$ cat src/rtl/xcore_gnrl_skid_stage.sv
// -----------------------------------------------------------------------------
// xcore_gnrl_skid_stage
//
// Elastic pipeline register for the Xcore pipeline. It takes a valid/ready
// stream on its upstream side and re-issues it downstream. A two-entry buffer
// (main + skid) sustains one transfer per cycle. Both handshake outputs come
// straight from the state flops, so there is no combinational path from o_rdy
// to i_rdy or from i_vld to o_vld.
//
// Build option:
//   XCORE_SKID_FLUSH_EN - adds the synchronous 'flush' input. When flush is
//                         high at an edge, buffered entries are dropped and the
//                         stage returns to EMPTY. This is used for pipeline
//                         kill on a branch or exception.
//
// Parameters:
//   DW     - payload width in bits (default 8)
//
// Ports:
//   clk    - clock, rising edge
//   rst_n  - asynchronous active-low reset
//   i_vld  - upstream payload valid
//   i_rdy  - stage can accept an upstream payload
//   i_dat  - upstream payload
//   o_vld  - downstream payload valid
//   o_rdy  - downstream accepts the payload
//   o_dat  - downstream payload (the main register)
//   flush  - synchronous flush (only with XCORE_SKID_FLUSH_EN)
//
// State | meaning
// ------+-------------------------------------------------------------
// EMPTY | no entry held;            o_vld=0, i_rdy=1
// BUSY  | main holds one entry;     o_vld=1, i_rdy=1
// FULL  | main + skid hold two;     o_vld=1, i_rdy=0
// -----------------------------------------------------------------------------
module xcore_gnrl_skid_stage #(
    parameter int DW = 8
) (
    input  logic          clk,
    input  logic          rst_n,
    input  logic          i_vld,
    output logic          i_rdy,
    input  logic [DW-1:0] i_dat,
    output logic          o_vld,
    input  logic          o_rdy,
    output logic [DW-1:0] o_dat
`ifdef XCORE_SKID_FLUSH_EN
    ,
    input  logic          flush
`endif
);

    typedef enum logic [1:0] {
        ST_EMPTY = 2'b00,
        ST_BUSY  = 2'b01,
        ST_FULL  = 2'b10
    } state_t;

    state_t        state;
    state_t        state_nxt;

    logic [DW-1:0] main_q;
    logic [DW-1:0] skid_q;
    logic [DW-1:0] main_d;

    logic          main_ld;
    logic          main_from_skid;
    logic          skid_ld;

    logic          in_fire;
    logic          out_fire;
    logic          flush_act;

`ifdef XCORE_SKID_FLUSH_EN
    assign flush_act = flush;
`else
    assign flush_act = 1'b0;
`endif

    // Both handshake outputs are decoded from the state flops only. The unused
    // encoding decodes to neither valid nor ready, so nothing is accepted or
    // issued during the single cycle before it recovers to EMPTY.
    assign o_vld = (state == ST_BUSY) || (state == ST_FULL);
    assign i_rdy = (state == ST_EMPTY) || (state == ST_BUSY);
    assign o_dat = main_q;

    assign in_fire  = i_vld & i_rdy;
    assign out_fire = o_vld & o_rdy;

    always_ff @(posedge clk or negedge rst_n) begin
        if (!rst_n) begin
            state <= ST_EMPTY;
        end else begin
            state <= state_nxt;
        end
    end

    always_comb begin
        state_nxt      = state;
        main_ld        = 1'b0;
        main_from_skid = 1'b0;
        skid_ld        = 1'b0;

        case (state)
            ST_EMPTY: begin
                if (in_fire) begin
                    main_ld   = 1'b1;
                    state_nxt = ST_BUSY;
                end
            end

            ST_BUSY: begin
                if (in_fire && out_fire) begin
                    // Pass-through: the entry leaving is replaced in place,
                    // and the skid register stays unused.
                    main_ld   = 1'b1;
                    state_nxt = ST_BUSY;
                end else if (in_fire) begin
                    skid_ld   = 1'b1;
                    state_nxt = ST_FULL;
                end else if (out_fire) begin
                    state_nxt = ST_EMPTY;
                end
            end

            ST_FULL: begin
                // i_rdy is low here, so only the downstream side can move.
                if (out_fire) begin
                    main_ld        = 1'b1;
                    main_from_skid = 1'b1;
                    state_nxt      = ST_BUSY;
                end
            end

            default: begin
                state_nxt = ST_EMPTY;
            end
        endcase

        // A flush discards both entries and wins over any handshake in the same
        // cycle. The data registers keep their old contents; they carry no
        // meaning while o_vld is low.
        if (flush_act) begin
            state_nxt      = ST_EMPTY;
            main_ld        = 1'b0;
            main_from_skid = 1'b0;
            skid_ld        = 1'b0;
        end
    end

    assign main_d = main_from_skid ? skid_q : i_dat;

    always_ff @(posedge clk or negedge rst_n) begin
        if (!rst_n) begin
            main_q <= '0;
        end else if (main_ld) begin
            main_q <= main_d;
        end
    end

    always_ff @(posedge clk or negedge rst_n) begin
        if (!rst_n) begin
            skid_q <= '0;
        end else if (skid_ld) begin
            skid_q <= i_dat;
        end
    end

endmodule
$ cat config.mk
export PLATFORM = sky130hd
export DESIGN_NAME = xcore_gnrl_skid_stage
export DESIGN_NICKNAME = d
export VERILOG_FILES = /design/src/rtl/xcore_gnrl_skid_stage.sv
export SDC_FILE = /design/constraint.sdc
export NUM_CORES = 1
export LEC_CHECK = 0
export CAP_MARGIN = 15
export CORE_MARGIN = 2
export CORE_UTILIZATION = 30
export CTS_CLUSTER_SIZE = 16
export DETAILED_ROUTE_END_ITERATION = 16
export PLACE_DENSITY = 0.64
export SYNTH_ARGS = -nofsm -noshare
export SYNTH_HDL_FRONTEND = slang
export SYNTH_SLANG_ARGS = --single-unit
export TNS_END_PERCENT = 5
$ cat constraint.sdc
create_clock -name clk -period 3 [get_ports clk]
set_input_delay 0.9 -clock clk [delete_from_list [all_inputs] [get_ports clk]]
set_output_delay 0.9 -clock clk [all_outputs]
set_load 0.005 [all_outputs]
**Word level (Yosys, flattened, before mapping)**

Cells that the tools add are included.
Widths: inputs -> output; s select.

- Register bits: 18
- Bits of input ports: 12

- Equal/unequal tests: 5
- Muxes and demuxes: 14
- Bitwise operators: 2
- Reductions and logical operators: 5

Operator list:

| cell | count |
|---|---|
| $mux 2 | 5 |
| $mux 8 | 1 |
| $mux 1 | 6 |
| $pmux 2 s3 | 1 |
| $ne 2x2->1 const B | 2 |
| $ne 4x3->1 const B | 1 |
| $pmux 1 s3 | 1 |
| $reduce_and 3->1 | 1 |
| $and 1x1->1 | 2 |
| $eq 2x1->1 const B | 1 |
| $eq 2x2->1 const B | 1 |
| $logic_not 2->1 | 1 |
| $logic_or 1x1->1 | 2 |
| $logic_and 1x1->1 | 1 |

**Logic depth before layout (Yosys ltp)**

Gate-level depths: netlist (run 1).

- Depth in word-level cells: 7
- Gate-level depth with buffers: 5
- Gate-level depth less buffers: 5

**Least setup slack after synthesis (run 1)**

No wires, ideal clock.

- Path kind: reg2out
- Start point: reg state[0]
- End point: out i_rdy
- Arrival time: 0.957 ns
- Setup slack: 1.143 ns
- Stages on the path, launching flop included: 4
- Buffers on the path: 0
- Cell sequence: dfrtp_1 -> inv_1 -> ha_1 -> or2_2

- Word-level cells in the longest chain between the ends: 2
- Elaborated cells between the ends (all ways): 3
- Those cells by class: 1 x eq/ne; 2 x reduce/logical

Ends and longest elaborated chain:

| element | RTL line | text |
|---|---|---|
| start: declaration | 59 | `state_t state;` |
| start signal: assignment | 94 | `state <= state_nxt;` |
| $eq 2x1->1 or $logic_not 2->1 (tied branches) | 84 | `assign i_rdy = (state == ST_EMPTY) \|\| (state == ST_BUSY);` |
| $logic_or 1x1->1 * | 84 |  |
| end: declaration | 42 | `output logic i_rdy,` |

Mark *: on every way between the ends. The rest lies on a longest branch, timed or not.

**Final worst setup path (run 1)**

Ends and elaborated chain as after synthesis.

==> flow_summary.ini, run 1 <==
[run_status]
outcome = finished, final reports clean

[timing]
slew_violations = 0
hold_ws_ns = 0.514
grt_setup_unrepaired = false
relSlewSlack_pct = 47.9
fin_tns_setup_ns = 0
skew_ns = 0.00173
worstMarginPinSlew_ns = 0.779
setup_viol = 0
period_minus_slack_ns = 2.66
fmax_mhz = 375
hold_viol_final = 0
period_share_pct = 88.8

[clock_network]
clock-sinks = 18
post_cts_buffers = 0
cts.path.max_buffers = 2
clk_pin_slew_ns = 0.10
cts_inserted_buffers = 3
clockRootBuffer = clkbuf_4
worstSkewPairLatency_ns = 0.28
htree_levels = 1
ctsHoldBuffers = 0
ctsResizeCount = 0
cts_tree = built

[global_route]
antenna_found_initial = 0
grt_pass1_vias = 649
grt_use_total_pct = 10.1
grt_max_degree = 19
grt_first_pass_wirelength_mm = 2.68
grt-ovfl-total = 0

[power_and_ir_drop]
power_density_nw_per_um2 = 964
leakage_nw = 0.497
vdd_drop_max_mv = 0.411

[routing]
drt-total-wl_mm = 1.56
drtIter0Drc = 11
viasPerCell = 4.73
wl_per_cell_um = 12.6
drc = 0
vias = 586
dr.pass1.iters = 4
antenna_left = 0

[placed_design]
place_area_um2 = 1170
portBuffers = 21
numPlacedInstances = 120
gp_congestion = 0.773
dp_hpwl_mm = 1.17

[setup_path]
worstSetupPathType = flop to primary output
start_kind = flop
arrival_ns = 1.76
crit_chain = inv_1 > ha_1 > or2_2 > clkdlybuf4s50_1
cp_max_fo = 5
max_stage_delay_ns = 0.44
path_delay_family = buffers and inverters
cp.required_ns = 2.10
crit_path_top_delay_cell = clkdlybuf4s50_1
worst-path-buf-inv = 2
end_kind = primary output

[yosys]
syn_avg_cell_area_um2 = 13.9
synth_seq_cells = 18
ys_seq_area_share_pct = 49.0
synth_area_leaders = dfrtp_1 49%, mux2_2 32%, ha_1 6.8%
yosysUniqueCellTypes = 16
netlist_instances = 66
yosys_warnings = 0
synth_top_area_cell = dfrtp_1
synth_top_cell_area_share_pct = 49.0
synth_area_um2 = 918
synth_nets = 83

[cells_and_area]
finalInstanceArea_um2 = 1210
area_growth_pct = 31.3
drive_above_1_share_pct = 37.4
fin_nets = 109
final.fill_count = 303
final_cells = 124
diodes = 0

[die]
start_util_pct = 30.8
die-height_um = 59.3
design.core.area_um2 = 2980
dieArea_um2 = 3520
ios = 22
core.rowCount = 20
die_w_um = 59.3

[flow_run]
max-cap-violations = 0

[worst_hold_path]
worstHoldPathType = flop to flop
[placed cells by master (no fill, tap or decap)]
cell / instances
clkbuf_4: 3
a21oi_2: 1
nor3b_1: 1
nor2_1: 1
dfrtp_1: 18
a311oi_1: 1
clkdlybuf4s50_1: 21
or2_2: 1
nand2_2: 1
nor2b_1: 2
nand2_1: 2
nand4_1: 1
clkbuf_8: 1
a21oi_1: 1
a31oi_4: 1
o211ai_1: 1
inv_1: 3
ha_1: 5
mux2_2: 26
[cells in the mapped netlist]
| cell type | n |
|---|---|
| nand2_1 | 2 |
| inv_1 | 3 |
| a311oi_1 | 1 |
| nor2b_1 | 2 |
| a31oi_4 | 1 |
| nand4_1 | 1 |
| nor2_1 | 1 |
| ha_1 | 5 |
| mux2_2 | 26 |
| nor3b_1 | 1 |
| a21oi_2 | 1 |
| o211ai_1 | 1 |
| dfrtp_1 | 18 |
| or2_2 | 1 |
| a21oi_1 | 1 |
| nand2_2 | 1 |
[state kept, by name (all words and copies together), names as in the netlist]
register  cells
state         2
o_dat         8
skid_q        8
[area by class of cell]
class / instances / area [um2] / area share (%)
Inverter: 3 / 11.3 / 0.934
Clock buffer: 4 / 36.3 / 3.01
Multi-Input combinational cell: 45 / 457 / 37.9
Tap cell: 33 / 41.3 / 3.42
Sequential cell: 18 / 450 / 37.3
Timing Repair Buffer: 21 / 210 / 17.4
[path summary, 6_finish.rpt]
check,startpoint,endpoint,slack [ns],depth (start not counted)
setup reg to reg,state[0],o_dat[1],1.09,5
hold / removal,skid_q[3],skid_q[3],0.51,1
max in group asynchronous,rst_n,skid_q[3],1.46,1
setup / recovery,state[0],i_rdy,0.34,4
hold reg to reg,skid_q[3],skid_q[3],0.51,1
min in group asynchronous,rst_n,o_dat[0],1.06,1
[logic make-up (layout without fill, tap and decap cells)]
family,count (synthesis),in the layout,share of synthesized area [%]
mux,26,26,31.9
simple gates,9,9,5.45
compound gates,5,5,5.59
flops,18,18,49.0
buf+inv,3,28,1.23
fa+ha+maj,5,5,6.81
[through the flow]
stage	utilization, %	power (mW)	setup slack (ns)
after floorplan	-	0.790	1.14
after global placement	39.3	1.01	0.405
after detailed placement	39.3	1.03	0.380
after CTS	40.5	1.18	0.315
after global routing	40.5	1.25	0.205
final	40.5	1.16	0.336
[power breakdown]
| group | switching (mW) | internal, mW |
|---|---|---|
| Combinational | 0.211 | 0.372 |
| Clock | 0.0715 | 0.0738 |
| Sequential | 0.0660 | 0.368 |
[per-layer routing]
layer	global-route usage [%]	part of all wire [%]	vias to the layer above	routed length (um)
met2	16.2	49	14	765
met1	13.0	45	284	706
met3	1.53	5.1	2	80
li1	-	-	286	-
met5	0	0	-	0
met4	5.84	0.64	0	10
(Power assumes the default switching activity.)
==> inputs of run 2 (changes only) <==
ABC_AREA = 1   (was default)
CAP_MARGIN = default   (was 15)
PLACE_DENSITY = 0.62   (was 0.64)
==> flow_summary.ini, run 2 <==
[power_and_ir_drop]
power_mw = 1.35
leakage_nw = 0.730
power_density_nw_per_um2 = 960
vdd_drop_max_mv = 0.202

[cells_and_area]
final.fill_count = 387
drive_above_1_share_pct = 15.3
diodes = 0
regArea_um2 = 450
layout_common_cells = 48 x nand2_1, 21 x clkdlybuf4s50_1, 18 x nand3_1, 18 x dfrtp_1, 16 x inv_1
fin_nets = 176
final_common_cell = nand2_1
area_growth_pct = 23.9
multi_input_area_um2 = 572
finalInstanceArea_um2 = 1410

[clock_network]
htree_levels = 1
cts_tree = built
ctsResizeCount = 0
post_cts_buffers = 0
worstSkewPairLatency_ns = 0.24
cts.path.max_buffers = 2
clockRootBuffer = clkbuf_8
clock-sinks = 18
ctsHoldBuffers = 0
cts_inserted_buffers = 3
clk_pin_slew_ns = 0.06

[yosys]
synth-main-ff-cell = dfrtp_1
synth_area_leaders = dfrtp_1 40%, nand2_1 16%, nand3_1 7.9%
yosysMostFrequentCell = nand2_1
synth_top_area_cell = dfrtp_1
synth_area_um2 = 1140
synth_edf_count = 0
synth_nets = 153
ys_seq_area_share_pct = 39.6
netlist_instances = 136
synth_commonest_cells = 48 x nand2_1, 18 x dfrtp_1, 18 x nand3_1, 16 x inv_1, 7 x o21ai_2
yosysUniqueCellTypes = 19
syn_avg_cell_area_um2 = 8.36
synth_top_cell_area_share_pct = 39.6
synthArstFlopShare_pct = 100
yosys_warnings = 0
synth_seq_cells = 18

[timing]
relSlewSlack_pct = 47.4
slew_violations = 0
skew_ns = 0.000703
period_share_pct = 86.4
worstMarginPinSlew_ns = 0.786
setup_viol = 0
period_minus_slack_ns = 2.59
hold_ws_ns = 0.474
grt_setup_unrepaired = false
hold_viol_final = 0
layout_setup_ws_ns = 0.408
fin_tns_setup_ns = 0
fmax_mhz = 386

[die]
dieArea_um2 = 4300
start_util_pct = 31.1
core.rowCount = 22
design.core.area_um2 = 3660
die_w_um = 65.6
die-height_um = 65.6
ios = 22

[routing]
drt-total-wl_mm = 2.03
drtIter0Drc = 28
drc = 0
wl_per_cell_um = 9.90
vias = 863
dr.pass1.iters = 3
antenna_left = 0
viasPerCell = 4.21

[placed_design]
gp_congestion = 0.812
portBuffers = 21
dp_hpwl_mm = 1.69
place_ws_ns = 0.543
place_area_um2 = 1370

[global_route]
grt_pass1_vias = 816
grt_max_degree = 19
grt_use_total_pct = 10.8
grt-ovfl-total = 0
antenna_found_initial = 0
grt_first_pass_wirelength_mm = 3.70

[setup_path]
start_kind = flop
worstSetupPathType = flop to primary output
end_kind = primary output
r2r_start = state[0]
cp.required_ns = 2.10
startpoint = state[0]
reg2reg_depth = 9
cp_max_fo = 5
arrival_ns = 1.69

[flow_run]
max-cap-violations = 0

[run_status]
outcome = finished, final reports clean

[worst_hold_path]
whs_path_depth = 2
min-delay-start = o_dat[3]
worstHoldPathType = flop to flop
## run 2: cell count changes after synthesis, moves of 2 or more
cell and delta:
nand2_1 +46, mux2_2 -26, nand3_1 +18, inv_1 +13, o21ai_2 +7, nand2_8 +4
nor2_1 +4, nand2_2 +3, nand2_4 +2, nor2b_1 -2
## run 2: through the flow
| step | util (%) | instances |
|---|---|---|
| final | 38.5 | 205 |
| after global routing | 38.5 | 205 |
| after CTS | 38.5 | 205 |
| after detailed placement | 37.4 | 202 |
| after global placement | 37.4 | 202 |
| after floorplan | - | 136 |
## run 2: power breakdown
group	switching [mW]	internal (mW)
Sequential	0.0700	0.362
Clock	0.0719	0.0888
Combinational	0.411	0.348
Total	0.553	0.799
## run 2: cell type report
cell class	count	area share, %
multi-input combinational	96	40.6
sequential	18	32.0
timing repair buffer	21	14.9
inverter	19	5.33
tap	48	4.26
clock buffer	3	2.93
## run 2: path summary, 6_finish.rpt
path                                  end  slack (ns)
worst max-delay path                o_vld        0.41
worst min-delay path             o_dat[3]        0.47
worst max register to register   o_dat[1]        1.35
worst min register to register   o_dat[3]        0.47
max in group asynchronous       skid_q[0]        1.40
min in group asynchronous        o_dat[5]        1.12
## run 2: critical path: stages (launching register included)
cell and delay [ns]:
dfrtp_1 0.42, inv_1 0.08, ha_1 0.41, clkdlybuf4s50_1 0.54
## run 2: layer usage
metal  global-route usage [%]  vias to the layer above  routed length [um]  part of all wire [%]
met2                     18.1                       13                 976                    48
met1                     15.2                      386                 988                    49
met5                        0                        -                   0                     0
li1                         -                      462                   -                     -
met3                     1.03                        2                  48                   2.4
met4                     2.34                        0                  17                  0.84
## run 2: cell families after synthesis
group                      count (synthesis)  synth area share, %
and+or+nand+nor                           82                 38.2
buffers and inverters                     22                 10.1
DFF                                       18                 39.6
AOI/OAI and AO/OA                          9                 6.60
adders and majority gates                  5                 5.50
==> inputs of run 3 (changes only) <==
CAP_MARGIN = 20   (was default)
==> results of run 3 <==
The final DEF is identical to that of run 2; final timing and power are the same.
